==> config.mk <==
export PLATFORM = sky130hd
export DESIGN_NAME = er_dma_arbiter
export DESIGN_NICKNAME = d
export VERILOG_FILES = /design/src/rtl/asap_pkg.sv /design/src/rtl/er_bounds_reg.sv /design/src/rtl/er_dma_arbiter.sv
export SDC_FILE = /design/constraint.sdc
export NUM_CORES = 1
export LEC_CHECK = 0
export ABC_AREA = 1
export BUFFER_PORTS_ARGS = -buffer_cell sky130_fd_sc_hd__buf_2
export CAP_MARGIN = 20
export CELL_PAD_IN_SITES_DETAIL_PLACEMENT = 0
export CELL_PAD_IN_SITES_GLOBAL_PLACEMENT = 1
export CORE_MARGIN = 8
export CORE_UTILIZATION = 43
export DETAILED_ROUTE_END_ITERATION = 12
export PLACE_DENSITY = 0.9
export SYNTH_ARGS = -nofsm -noshare
export SYNTH_HDL_FRONTEND = slang
export SYNTH_HIERARCHICAL = 1
export SYNTH_SLANG_ARGS = --single-unit
==> constraint.sdc <==
create_clock -name clk -period 4.9 [get_ports clk]
set_clock_uncertainty 0.05 [all_clocks]
set_input_delay 0.49 -clock clk [delete_from_list [all_inputs] [get_ports clk]]
set_output_delay 0.49 -clock clk [all_outputs]
set_load 0.05 [all_outputs]
==> src/rtl/asap_pkg.sv <==
// Shared definitions for ER-aware DMA blocks.
// Provides the arbiter FSM state encoding, the ER bounds reset values,
// the default hold-off budget, and the two-requester round-robin pick.
package asap_pkg;

  localparam int unsigned ADDR_W       = 16;
  localparam int unsigned MAX_WAIT_DEF = 64;

  // Reset window is empty (min > max), so nothing is inside the ER.
  localparam logic [ADDR_W-1:0] ER_MIN_RST = 16'hFFFF;
  localparam logic [ADDR_W-1:0] ER_MAX_RST = 16'h0000;

  typedef enum logic [1:0] {
    ST_IDLE  = 2'd0,
    ST_HOLD  = 2'd1,
    ST_GRANT = 2'd2
  } arb_state_e;

  // One-hot winner: the sole requester, or the one that was not last.
  function automatic logic [1:0] rr_pick(input logic [1:0] req, input logic last);
    logic [1:0] pick;
    pick = req;
    if (req == 2'b11) begin
      pick = last ? 2'b01 : 2'b10;
    end
    return pick;
  endfunction

endpackage

==> src/rtl/er_bounds_reg.sv <==
// ER bounds registers with a write-once lock and the in-ER compare.
// Ports:
//   clk, rst_n           clock, asynchronous active-low reset
//   pc                   CPU program counter
//   cfg_we, cfg_sel      bounds write strobe / target (0 = min, 1 = max)
//   cfg_wdata            bounds write data
//   cfg_lock             sets locked (cleared only by reset)
//   er_min, er_max       inclusive ER bounds
//   locked               bounds are write-protected
//   in_er_c              combinational: pc inside [er_min, er_max]
module er_bounds_reg
  import asap_pkg::*;
(
  input  logic              clk,
  input  logic              rst_n,
  input  logic [ADDR_W-1:0] pc,
  input  logic              cfg_we,
  input  logic              cfg_sel,
  input  logic [ADDR_W-1:0] cfg_wdata,
  input  logic              cfg_lock,
  output logic [ADDR_W-1:0] er_min,
  output logic [ADDR_W-1:0] er_max,
  output logic              locked,
  output logic              in_er_c
);

  // Bounds and lock; a write in the locking cycle still lands.
  always_ff @(posedge clk or negedge rst_n) begin
    if (!rst_n) begin
      er_min <= ER_MIN_RST;
      er_max <= ER_MAX_RST;
      locked <= 1'b0;
    end else begin
      if (cfg_we && !locked) begin
        if (cfg_sel) begin
          er_max <= cfg_wdata;
        end else begin
          er_min <= cfg_wdata;
        end
      end
      if (cfg_lock) begin
        locked <= 1'b1;
      end
    end
  end

  // An inverted window (min > max) can never satisfy both terms.
  assign in_er_c = (pc >= er_min) && (pc <= er_max);

endmodule

==> src/rtl/er_dma_arbiter.sv <==
// Two-requester DMA arbiter that holds off DMA while the CPU executes
// inside the protected ER, with a bounded wait that forces a grant.
// Ports:
//   clk, rst_n               clock, asynchronous active-low reset
//   pc                       CPU program counter
//   cfg_we/cfg_sel/cfg_wdata ER bounds write port
//   cfg_lock                 write-protect the bounds until reset
//   req                      level DMA requests, held until served
//   gnt                      one-hot registered grant
//   dma_en                   OR of gnt, to the execution monitor
//   er_min, er_max           ER bounds (inclusive)
//   locked                   bounds are write-protected
//   forced                   one-cycle pulse: grant issued by timeout in ER
module er_dma_arbiter
  import asap_pkg::*;
#(
  parameter int unsigned MAX_WAIT = MAX_WAIT_DEF,
  parameter int unsigned CW       = 8
) (
  input  logic        clk,
  input  logic        rst_n,
  input  logic [15:0] pc,
  input  logic        cfg_we,
  input  logic        cfg_sel,
  input  logic [15:0] cfg_wdata,
  input  logic        cfg_lock,
  input  logic [1:0]  req,
  output logic [1:0]  gnt,
  output logic        dma_en,
  output logic [15:0] er_min,
  output logic [15:0] er_max,
  output logic        locked,
  output logic        forced
);

  localparam logic [CW-1:0] WAIT_LAST = CW'(MAX_WAIT - 1);

  arb_state_e    state_q, state_d;
  logic [CW-1:0] cnt_q, cnt_d;
  logic          last_q, last_d;
  logic [1:0]    gnt_d;
  logic          dma_en_d;
  logic          forced_d;
  logic          in_er_c;
  logic          timeout_c;

  er_bounds_reg u_bounds (
    .clk       (clk),
    .rst_n     (rst_n),
    .pc        (pc),
    .cfg_we    (cfg_we),
    .cfg_sel   (cfg_sel),
    .cfg_wdata (cfg_wdata),
    .cfg_lock  (cfg_lock),
    .er_min    (er_min),
    .er_max    (er_max),
    .locked    (locked),
    .in_er_c   (in_er_c)
  );

  assign timeout_c = (cnt_q == WAIT_LAST);

  // State, counter, round-robin history and registered outputs.
  always_ff @(posedge clk or negedge rst_n) begin
    if (!rst_n) begin
      state_q <= ST_IDLE;
      cnt_q   <= '0;
      last_q  <= 1'b1;
      gnt     <= 2'b00;
      dma_en  <= 1'b0;
      forced  <= 1'b0;
    end else begin
      state_q <= state_d;
      cnt_q   <= cnt_d;
      last_q  <= last_d;
      gnt     <= gnt_d;
      dma_en  <= dma_en_d;
      forced  <= forced_d;
    end
  end

  // Next-state and next-output logic.
  always_comb begin
    state_d  = state_q;
    cnt_d    = cnt_q;
    last_d   = last_q;
    gnt_d    = gnt;
    forced_d = 1'b0;

    case (state_q)
      ST_IDLE: begin
        if (|req) begin
          if (in_er_c) begin
            state_d = ST_HOLD;
            cnt_d   = '0;
          end else begin
            state_d = ST_GRANT;
            gnt_d   = rr_pick(req, last_q);
          end
        end
      end

      ST_HOLD: begin
        if (!(|req)) begin
          state_d = ST_IDLE;
        end else if (!in_er_c || timeout_c) begin
          // Winner is picked now, from whatever is pending at grant time.
          state_d  = ST_GRANT;
          gnt_d    = rr_pick(req, last_q);
          forced_d = in_er_c;
        end else if (cnt_q != '1) begin
          cnt_d = cnt_q + CW'(1);
        end
      end

      ST_GRANT: begin
        // No preemption: only the owner dropping its request ends the grant.
        if (!(|(req & gnt))) begin
          state_d = ST_IDLE;
          gnt_d   = 2'b00;
          last_d  = gnt[1];
        end
      end

      default: begin
        state_d = ST_IDLE;
        gnt_d   = 2'b00;
      end
    endcase

    dma_en_d = |gnt_d;
  end

endmodule
==> flow_metrics.tcl, run 1 <==
set metrics [dict create \
    drc_errors 0 \
    clockRootBuffer "sky130_fd_sc_hd__clkbuf_8" \
    synth.distinct_cells 30 \
    cp_data_required_time_ps 5030 \
    synth_seq_cells 48 \
    cts_resizes 0 \
    worst-slew-pin-transition_ps 605.4 \
    post_drt_via_cell_ratio 4.611 \
    clkSinkCount 48 \
    syn2layout_area_growth_pct 15.66 \
    report.final.hold_viol_count 0 \
    maxSlewHeadroom_pct 59.64 \
    area_of_the_multi_input_gates_um2 1692 \
    timing.critical_path.slowest_cell_delay_ps 560 \
    post_cts_hold_buffer_count 0 \
    slowest_stage_cell_on_the_critical_path "sky130_fd_sc_hd__dfstp_2" \
    std_cell_rows 32 \
    synth.top_cells.by_area "sky130_fd_sc_hd__dfrtp_1, sky130_fd_sc_hd__dfstp_2, sky130_fd_sc_hd__ha_1" \
    numCtsBuffers 5 \
    layout_cells_sized_above_1_pct 43.42 \
    critPathCaptureType "flop" \
    largest_net_degree_at_the_start_of_global_routing 49 \
    cts_tree "built" \
    floorplan.initialDensity_pct 43.29 \
    critical_path.cell_chain "inv_1, ha_1, nand4_1, nor3_1, nand2_1, nand2_1, nand2_1, inv_1, inv_1, nand2_1, nand3_1, a21oi_2, nand2_4, nand2_1, o21ai_2" \
    reg2regPathDepth 15 \
    detailed_router_s_first_iteration_violation_count 43 \
    sequential_cell_area_um2 1222 \
    grt_pass1_vias 2610 \
    cp_data_arrival_time_ps 2630 \
    h-tree-depth 2 \
    buffers_added_on_ports 75 \
    gp_congestion 0.8173 \
    synth-edff-count 0 \
    finalSetupTns_ps 0 \
    r2r_end "cnt_q[2]" \
    grt_use_total_pct 13.58 \
    nets 527 \
    grt_antenna_before_repair 0 \
    die_height_um 103.3 \
    yosysWarnings 6 \
    post-cts-setup-buffer-count 0 \
    outcome "finished clean" \
    critPathMostFrequentCell "sky130_fd_sc_hd__nand2_1" \
    floorplan.die.width_um 103.3 \
    grt_first_pass_wirelength_um 11560 \
    timing_max_transition_violations_final 0 \
    detail_route.wl_per_cell_um 12.26 \
    r2r_slack_ps 2400 \
    synth.top_cells.by_count "sky130_fd_sc_hd__inv_1, sky130_fd_sc_hd__nand2_1, sky130_fd_sc_hd__o21ai_2, sky130_fd_sc_hd__nand2_2, sky130_fd_sc_hd__ha_1" \
    start_kind "flop" \
    wl_um 6841 \
    cellPowerDensity_nw_per_um2 296.6 \
    first_pass_iters 4 \
    route.antenna.remaining_nets 0 \
    setup_repair_after_global_routing_missed_its_margin "false" \
    hpwlAfterDp_um 5444 \
    leakagePower_nw 1.955 \
    globalRouteOverflowTotal 0 \
    netlist.area_leader.share_pct 23.68 \
    synthDominantAreaCellType "sky130_fd_sc_hd__dfrtp_1" \
    ys_async_sr_fraction_pct 100.0 \
    synth-seq-area-share_pct 37.32 \
    die-area_um2 10670 \
    finalCritPeriodShare_pct 50.96 \
    number_of_vias_in_the_routed_layout 2573 \
    path_clk_slew_ps 90 \
    postSynth.topFlopCell "sky130_fd_sc_hd__dfrtp_1" \
    placed_cell_area_um2 3699 \
    num_antenna_cells 0 \
    pin_count 76 \
    class_of_the_most_critical_hold_timing_path "input port to asynchronous set/reset pin" \
    avgSynthCellArea_um2 8.643 \
    worstPathMaxFanout 15 \
    fmax_mhz 400.4 \
    clock_insertion_delay_worst_skew_ps 300 \
    filler_cell_count 737 \
    ir_worst_vdd_uv 301.1 \
    reg2reg_from "u_bounds/er_min[15]" \
    final_design_area_no_fill_um2 3789 \
    maxCapViolCount 0 \
    postSynthCellCount 379 \
    critical_path_class "flop to flop" \
    post_syn_nets 451 \
    timing.final.setup_violations 0 \
    syn_area_um2 3276 \
    buffers_from_clock_root_to_sink_at_most 2 \
    period_minus_slack_ps 2497 \
    core_region_area_um2 7567 \
]
[worst max-delay path by stage]
stage / startpoint / to / slack [ps] / depth (start not counted)
after floorplan: u_bounds/er_min[11] / cnt_q[4] / 2370 / 17
after global placement: pc[15] / cnt_q[0] / 2380 / 16
after detailed placement: pc[5] / cnt_q[0] / 2330 / 18
after CTS: u_bounds/er_min[15] / cnt_q[2] / 2380 / 15
after global routing: u_bounds/er_min[15] / cnt_q[0] / 2160 / 15
final: u_bounds/er_min[15] / cnt_q[2] / 2400 / 15
[state kept, by name, summed over array words and instances, names as in the netlist]
name	flops
cnt_q	8
forced	1
u_bounds/er_max	16
state_q	2
gnt	2
last_q	1
dma_en	1
u_bounds/locked	1
u_bounds/er_min	16
[worst max-delay path, delay by kind of cell (launching register included)]
family	cells	cell delay [ps]
flops	1	560
compound gates	2	240
buf+inv	3	250
simple gates	9	970
fa+ha+maj	1	310
[final cells by class]
cell class / count / share of cell area, %
clock buffer: 8 / 2.378
inverter: 73 / 7.233
multi-input combinational: 251 / 44.65
sequential: 48 / 32.27
tap: 102 / 3.369
timing repair buffer: 76 / 10.11
[layer usage]
metal,vias up,track usage [%],routed length (um),part of all wire (%)
met5,-,0,0,0
met4,0,2.892,52,0.76
met3,6,3.213,388,5.7
met2,49,23.37,3313,48
met1,1163,16.84,3086,45
li1,1355,-,-,-
[layout by cell type, fill, tap and decap left out, types with 2 or more instances in the layout]
master | netlist | final
sky130_fd_sc_hd__a21oi_1 | 17 | 17
sky130_fd_sc_hd__a21oi_2 | 2 | 2
sky130_fd_sc_hd__buf_2 | 0 | 75
sky130_fd_sc_hd__clkbuf_1 | 0 | 2
sky130_fd_sc_hd__clkbuf_8 | 0 | 6
sky130_fd_sc_hd__dfrtp_1 | 31 | 31
sky130_fd_sc_hd__dfstp_2 | 17 | 17
sky130_fd_sc_hd__ha_1 | 33 | 33
sky130_fd_sc_hd__inv_1 | 65 | 65
sky130_fd_sc_hd__inv_2 | 7 | 7
sky130_fd_sc_hd__nand2_1 | 65 | 65
sky130_fd_sc_hd__nand2_2 | 37 | 37
sky130_fd_sc_hd__nand3_1 | 14 | 14
sky130_fd_sc_hd__nand3b_1 | 2 | 2
sky130_fd_sc_hd__nand4_1 | 3 | 3
sky130_fd_sc_hd__nor2_1 | 14 | 14
sky130_fd_sc_hd__nor2_2 | 2 | 2
sky130_fd_sc_hd__nor2_4 | 2 | 2
sky130_fd_sc_hd__nor3_1 | 3 | 3
sky130_fd_sc_hd__o21ai_0 | 5 | 5
sky130_fd_sc_hd__o21ai_2 | 41 | 41
sky130_fd_sc_hd__or2_2 | 3 | 3
[stage by stage]
stage / power (mW) / worst slack [ps] / std cells / hold slack (ps) / utilization [%]
6_report: 1.124 / 2403 / 558 / 237.4 / 50.07
5_1_grt: 1.206 / 2164 / 558 / 273.7 / 50.07
4_1_cts: 1.145 / 2379 / 558 / 252.9 / 50.07
3_5_place_dp: 0.8924 / 2328 / 550 / 421.3 / 48.88
3_3_place_gp: 0.8842 / 2378 / 550 / 420.9 / 48.88
2_1_floorplan: 0.8065 / 2370 / 379 / 144.4 / -
[kinds of logic (layout without fill, tap and decap cells)]
logic type | count (synthesis) | in the layout | share of synthesized area (%)
AND/OR/NAND/NOR | 150 | 150 | 23.49
buffers and inverters | 80 | 157 | 11.04
AO/OA/AOI/OAI | 68 | 68 | 15.55
flip-flops | 48 | 48 | 37.32
adder cells (fa/ha/maj) | 33 | 33 | 12.61
[report_power, final]
| part | leakage (nW) | total, mW | switching (mW) | internal, mW |
|---|---|---|---|---|
| Clock | 0.0455 | 0.243 | 0.128 | 0.115 |
| Combinational | 1.32 | 0.402 | 0.285 | 0.117 |
| Sequential | 0.592 | 0.478 | 0.0334 | 0.445 |
Power figures use the tool's default switching activity.
==> inputs of run 2 (changes only) <==
--- a/config.mk
+++ b/config.mk
@@ -5,15 +5,15 @@
 export SDC_FILE = /design/constraint.sdc
 export NUM_CORES = 1
 export LEC_CHECK = 0
-export ABC_AREA = 1
+export ABC_AREA = 0
 export BUFFER_PORTS_ARGS = -buffer_cell sky130_fd_sc_hd__buf_2
 export CAP_MARGIN = 20
 export CELL_PAD_IN_SITES_DETAIL_PLACEMENT = 0
 export CELL_PAD_IN_SITES_GLOBAL_PLACEMENT = 1
 export CORE_MARGIN = 8
-export CORE_UTILIZATION = 43
+export CORE_UTILIZATION = 40
 export DETAILED_ROUTE_END_ITERATION = 12
-export PLACE_DENSITY = 0.9
+export PLACE_DENSITY = 0.84
 export SYNTH_ARGS = -nofsm -noshare
 export SYNTH_HDL_FRONTEND = slang
 export SYNTH_HIERARCHICAL = 1
==> constraint.sdc (replaced) <==
create_clock -name clk -period 2.6 [get_ports clk]
set_clock_uncertainty 0.05 [all_clocks]
set_input_delay 0.26 -clock clk [delete_from_list [all_inputs] [get_ports clk]]
set_output_delay 0.26 -clock clk [all_outputs]
set_load 0.05 [all_outputs]
==> flow_metrics.tcl, run 2 <==
set metrics [dict create \
    outcome "finished clean" \
    filler_cell_count 694 \
    worstPathMaxFanout 4 \
    floorplan.die.width_um 101.1 \
    ys_async_sr_fraction_pct 100.0 \
    setup_repair_after_global_routing_missed_its_margin "true" \
    nets 443 \
    postSynthCellCount 286 \
    num_antenna_cells 0 \
    yosysWarnings 6 \
    timing.final.setup_violations 0 \
    pin_count 76 \
    worst-slew-pin-transition_ps 510.0 \
    buffers_added_on_ports 75 \
    path_clk_slew_ps 90 \
    postSynth.topFlopCell "sky130_fd_sc_hd__dfrtp_1" \
    layout.cells.most_common "sky130_fd_sc_hd__buf_2" \
    timing.critical_path.slowest_cell_delay_ps 550 \
    fmax_mhz 384.9 \
    h-tree-depth 2 \
    die-area_um2 10230 \
    post_syn_nets 358 \
    pwr-share-comb_pct 37.3 \
    critical_path_class "flop to flop" \
    class_of_the_most_critical_hold_timing_path "input port to flop" \
    drc_errors 0 \
    final_cells 471 \
    floorplan.initialDensity_pct 40.62 \
    period_minus_slack_ps 2598 \
    ir_worst_vdd_uv 345.6 \
    number_of_vias_in_the_routed_layout 2403 \
    report.final.hold_viol_count 0 \
    placed_cells 460 \
    first_pass_iters 4 \
    critical_path.cell_chain "inv_2, ha_1, nor2_1, nor3_2, a21oi_2, nor4_2, o32a_1, o21a_2, o2111ai_2, mux2_2, a22o_1" \
    grt_use_total_pct 13.57 \
    synth.top_cells.by_area "sky130_fd_sc_hd__dfrtp_1, sky130_fd_sc_hd__dfstp_2, sky130_fd_sc_hd__ha_1" \
    clock_power_share_pct 19.6 \
    holdWs_ps 101.6 \
    die_height_um 101.1 \
    most_frequently_used_cell_type_in_the_post_synthesis_netlist "sky130_fd_sc_hd__nand2_1" \
    grt_pass1_vias 2432 \
    postLayoutCoreUtil_pct 52.47 \
    net_switching_share_of_the_total_power_pct 39.73 \
    std_cell_rows 31 \
    detail_route.wl_per_cell_um 14.80 \
    synthDominantAreaCellType "sky130_fd_sc_hd__dfrtp_1" \
    dp_worst_setup_slack_ps -65.29 \
    cts_tree "built" \
    numCtsBuffers 5 \
    layout_common_cells "sky130_fd_sc_hd__buf_2, sky130_fd_sc_hd__nand2_1, sky130_fd_sc_hd__inv_1, sky130_fd_sc_hd__ha_1, sky130_fd_sc_hd__o21ai_0" \
    cp_data_required_time_ps 2740 \
    switchingPower_mw 0.9051 \
    cp_data_arrival_time_ps 2740 \
    maxSlewHeadroom_pct 65.96 \
    cellPowerDensity_nw_per_um2 608.3 \
    internal_power_mw 1.373 \
    layout_cells_sized_above_1_pct 49.46 \
    grt_antenna_before_repair 0 \
    hpwlAfterDp_um 5440 \
    synth-edff-count 0 \
    reg.largest.list "u_bounds/er_max x16, u_bounds/er_min x16, cnt_q x8" \
    wl_um 6970 \
    post_drt_via_cell_ratio 5.102 \
    timing_max_transition_violations_final 0 \
    syn_area_um2 2899 \
    synth.top_cells.by_count "sky130_fd_sc_hd__nand2_1, sky130_fd_sc_hd__ha_1, sky130_fd_sc_hd__inv_1, sky130_fd_sc_hd__dfrtp_1, sky130_fd_sc_hd__o21ai_0" \
    start_kind "flop" \
    grt_first_pass_wirelength_um 11360 \
    gp_congestion 0.8817 \
    worst-path-buf-inv 1 \
    slowest_stage_cell_on_the_critical_path "sky130_fd_sc_hd__dfstp_2" \
    maxCapViolCount 0 \
    synth-seq-area-share_pct 42.17 \
    largest_net_degree_at_the_start_of_global_routing 23 \
    critPathCaptureType "flop" \
    detailed_router_s_first_iteration_violation_count 66 \
    clockRootBuffer "sky130_fd_sc_hd__clkbuf_8" \
    leakagePower_nw 1.714 \
    synth_seq_cells 48 \
    buffers_from_clock_root_to_sink_at_most 2 \
    post-layout-total-power_mw 2.278 \
    netlist.area_leader.share_pct 26.76 \
    synth.distinct_cells 47 \
    globalRouteOverflowTotal 0 \
    avgSynthCellArea_um2 10.14 \
    finalWorstSetupSlack_ps 1.641 \
    clkSinkCount 48 \
    clock_insertion_delay_worst_skew_ps 300 \
    critical_path.top_delay_family "compound AO/OA/AOI/OAI gates" \
    p_seq_share_pct 43.1 \
    syn2layout_area_growth_pct 29.18 \
    route.antenna.remaining_nets 0 \
    finalCritPeriodShare_pct 99.94 \
    core_region_area_um2 7137 \
]
==> run 2: changes by cell type after synthesis, moves of 7 or more <==
cell,previous run,this run
sky130_fd_sc_hd__inv_1,65,33
sky130_fd_sc_hd__inv_2,7,0
sky130_fd_sc_hd__mux2_2,0,18
sky130_fd_sc_hd__nand2_1,65,37
sky130_fd_sc_hd__nand2_2,37,0
sky130_fd_sc_hd__nand3_1,14,6
sky130_fd_sc_hd__o21ai_0,5,25
sky130_fd_sc_hd__o21ai_2,41,0
==> run 2: cells by family after synthesis <==
logic type	count (synthesis)	share of synthesized area (%)
buf+inv	38	5.007
flops	48	42.17
mux	18	6.992
simple gates	82	15.97
fa+ha+maj	33	14.24
compound gates	67	15.62
==> run 2: path summary, 6_finish.rpt <==
check | start | endpoint | slack, ps | cells after the start
max | u_bounds/er_min[3] | cnt_q[4] | 2 | 11
min reg2reg | u_bounds/er_min[9] | u_bounds/er_min[9] | 460 | 2
min in group asynchronous | rst_n | u_bounds/er_max[6] | 330 | 2
max in group asynchronous | rst_n | u_bounds/er_min[13] | 1500 | 3
max reg2reg | u_bounds/er_min[3] | cnt_q[4] | 2 | 11
min | cfg_lock | u_bounds/locked | 100 | 2
==> run 2: layer usage <==
layer  GRT usage, %  vias up  routed length, um
li1               -     1192                  -
met1          16.78     1151               3060
met2          23.28       56               3428
met3          3.368        4                450
met4          2.749        0                 30
met5              0        -                  0
==> run 2: timing repair <==
| action | CTS | global route |
|---|---|---|
| hold buffers | 1 | 0 |
| resized for setup | 7 | 19 |
| hold endpoints to repair | 7 | 0 |
| endpoints found under the setup margin | 5 | 10 |
| pin swaps | 6 | 10 |
| setup buffers | 2 | 0 |
==> run 2: cell type report <==
type / instances / area (um2) / share of cell area (%)
flip-flops and latches: 48 / 1240 / 33.11
repair buffers: 83 / 441.7 / 11.79
clock inverters: 2 / 16.27 / 0.4343
well taps: 99 / 123.9 / 3.308
multi-input cells: 200 / 1727 / 46.11
clock buffers: 6 / 72.57 / 1.938
inverters: 33 / 123.9 / 3.308
==> run 2: power groups by stage <==
stage                     Sequential (mW)  Combinational [mW]  Clock [mW]
after floorplan                      1.23               0.340           0
after detailed placement            0.995               0.804           0
after CTS                           0.981               0.822       0.474
after global placement              0.990               0.794           0
final                               0.983               0.849       0.446
after global routing                 1.00               0.923       0.501
==> run 2: metrics by stage <==
stage,TNS [ps],cell area [um2]
after detailed placement,-164.0,3493
final,0,3745
after CTS,-49.32,3641
after global routing,-117.9,3745
after floorplan,-240.9,2972
after global placement,0,3493
==> inputs of run 3 (changes only) <==
--- a/config.mk
+++ b/config.mk
@@ -11,9 +11,10 @@
 export CELL_PAD_IN_SITES_DETAIL_PLACEMENT = 0
 export CELL_PAD_IN_SITES_GLOBAL_PLACEMENT = 1
 export CORE_MARGIN = 8
-export CORE_UTILIZATION = 40
+export CORE_UTILIZATION = 30
 export DETAILED_ROUTE_END_ITERATION = 12
-export PLACE_DENSITY = 0.84
+export MAX_ROUTING_LAYER = met4
+export PLACE_DENSITY = 0.67
 export SYNTH_ARGS = -nofsm -noshare
 export SYNTH_HDL_FRONTEND = slang
 export SYNTH_HIERARCHICAL = 1
==> flow_metrics.tcl, run 3 (synthesis results as in run 2) <==
set metrics [dict create \
    outcome "finished clean" \
    grt_use_total_pct 11.95 \
    syn2layout_area_growth_pct 36.90 \
    filler_cell_count 977 \
    num_antenna_cells 0 \
    finalCritPeriodShare_pct 98.58 \
    floorplan.die.width_um 114.3 \
    post_drt_via_cell_ratio 4.665 \
    sequential_cell_area_um2 1240 \
    worstPathMaxFanout 3 \
    maxCapViolCount 0 \
    layout_common_cells "sky130_fd_sc_hd__buf_2, sky130_fd_sc_hd__nand2_1, sky130_fd_sc_hd__inv_1, sky130_fd_sc_hd__ha_1, sky130_fd_sc_hd__o21ai_0" \
    grt_antenna_before_repair 0 \
    holdPathEnd "u_bounds/locked" \
    start_kind "flop" \
    timing_max_transition_violations_final 0 \
    largest_net_degree_at_the_start_of_global_routing 49 \
    numCtsBuffers 5 \
    buffers_from_clock_root_to_sink_at_most 2 \
    hold_depth 2 \
    cp_data_arrival_time_ps 2720 \
    drc_errors 0 \
    std_cell_rows 36 \
    clock_insertion_delay_worst_skew_ps 310 \
    cts_tree "built" \
    leakagePower_nw 1.782 \
    area_of_the_multi_input_gates_um2 1795 \
    class_of_the_most_critical_hold_timing_path "input port to flop" \
    ir_worst_vdd_uv 365.2 \
    grt_pass1_vias 2527 \
    final_design_area_no_fill_um2 3969 \
    finalWorstSetupSlack_ps 36.95 \
    buffers_added_on_ports 75 \
    core_region_area_um2 9594 \
    reg.largest.list "u_bounds/er_max x16, u_bounds/er_min x16, cnt_q x8" \
    period_minus_slack_ps 2563 \
    h-tree-depth 2 \
    first_pass_iters 4 \
    detailed_router_s_first_iteration_violation_count 70 \
    globalRouteOverflowTotal 0 \
    worst-slew-pin-transition_ps 476.5 \
    setup_repair_after_global_routing_missed_its_margin "true" \
    fmax_mhz 390.2 \
    nets 452 \
    post-layout-total-power_mw 2.469 \
    critical_path_class "flop to flop" \
    reg2reg_from "u_bounds/er_max[10]" \
    die_height_um 114.3 \
    r2r_slack_ps 40 \
    timing.final.setup_violations 0 \
    detail_route.wl_per_cell_um 14.75 \
    maxSlewHeadroom_pct 68.23 \
    critPathCaptureType "flop" \
    cellPowerDensity_nw_per_um2 622.1 \
    hold_path.startpoint "cfg_lock" \
    report.final.hold_viol_count 0 \
    gp_congestion 0.7963 \
    die-area_um2 13060 \
    reg2regPathDepth 11 \
    postLayoutCoreUtil_pct 41.37 \
    route.antenna.remaining_nets 0 \
    pin_count 76 \
    r2r_end "cnt_q[4]" \
    dp_worst_setup_slack_ps -113.9 \
    layout_cells_sized_above_1_pct 53.81 \
    placed_cell_area_um2 3586 \
    cp_data_required_time_ps 2750 \
    clockRootBuffer "sky130_fd_sc_hd__clkbuf_8" \
    wl_um 7580 \
    clkSinkCount 48 \
    floorplan.initialDensity_pct 30.22 \
    path_clk_slew_ps 90 \
    grt_first_pass_wirelength_um 12310 \
    layout.cells.most_common "sky130_fd_sc_hd__buf_2" \
    hpwlAfterDp_um 5822 \
    number_of_vias_in_the_routed_layout 2398 \
]
==> run 3: cell types whose count changed in the layout (fill, tap and decap cells not counted), sizes merged <==
cell,before,now
bufinv,0,1
clkinvlp,1,0
buf,82,91
==> run 3: worst max-delay path by stage <==
stage                              from        to  slack, ps  depth (start not counted)
finish              u_bounds/er_max[10]  cnt_q[4]         40                         11
detailed placement   u_bounds/er_max[5]  cnt_q[7]       -110                         11
global route         u_bounds/er_min[4]  cnt_q[4]        -40                         11
global placement     u_bounds/er_max[5]  cnt_q[7]        -70                         11
CTS                  u_bounds/er_min[7]  cnt_q[7]          6                         11
floorplan            u_bounds/er_min[7]  cnt_q[4]        -90                         11
==> run 3: layout make-up <==
class	instances	area share (%)
multi-input cells	200	45.24
inverters	33	3.121
clock inverters	2	0.9773
repair buffers	92	13.15
well taps	133	4.193
flip-flops and latches	48	31.24
clock buffers	6	2.081
==> run 3: power breakdown <==
| group | leakage [nW] | switching (mW) | internal [mW] | total [mW] |
|---|---|---|---|---|
| logic | 1.16 | 0.569 | 0.333 | 0.902 |
| clock network | 0.0614 | 0.267 | 0.315 | 0.581 |
| registers | 0.565 | 0.102 | 0.884 | 0.986 |
==> run 3: metrics by stage <==
step | setup TNS, ps | std cells | hold WS (ps)
floorplan | -240.9 | 286 | -85.59
CTS | 0 | 509 | 81.51
detailed placement | -497.9 | 499 | 220.0
global route | -154.8 | 514 | 80.16
global placement | -218.9 | 499 | 220.9
finish | 0 | 514 | 87.83
==> run 3: what timing repair did <==
item	in CTS	in global routing
hold endpoints to repair	31	0
setup buffers	1	5
gates resized for setup	7	31
pin swaps	2	18
hold buffers	1	0
setup endpoints to repair	8	13
==> run 3: metal layers <==
layer | routed length (um) | vias to the layer above | part of all wire, % | global-route usage, %
met3 | 408 | 5 | 5.4 | 2.901
met5 | 0 | - | 0 | -
met4 | 71 | 0 | 0.94 | 2.662
met2 | 3661 | 51 | 48 | 20.11
met1 | 3439 | 1136 | 45 | 14.14
li1 | - | 1206 | - | -
==> run 3: critical path, stage by stage (launching register included) <==
cell and delay (ps):
sky130_fd_sc_hd__dfrtp_2 420, sky130_fd_sc_hd__inv_2 70, sky130_fd_sc_hd__ha_4 200, sky130_fd_sc_hd__a21oi_2 130
sky130_fd_sc_hd__nand2_1 70, sky130_fd_sc_hd__a221oi_2 310, sky130_fd_sc_hd__o211a_1 190, sky130_fd_sc_hd__o32a_1 190
sky130_fd_sc_hd__o21a_1 210, sky130_fd_sc_hd__o2111ai_2 120, sky130_fd_sc_hd__mux2_4 310, sky130_fd_sc_hd__a22o_1 170
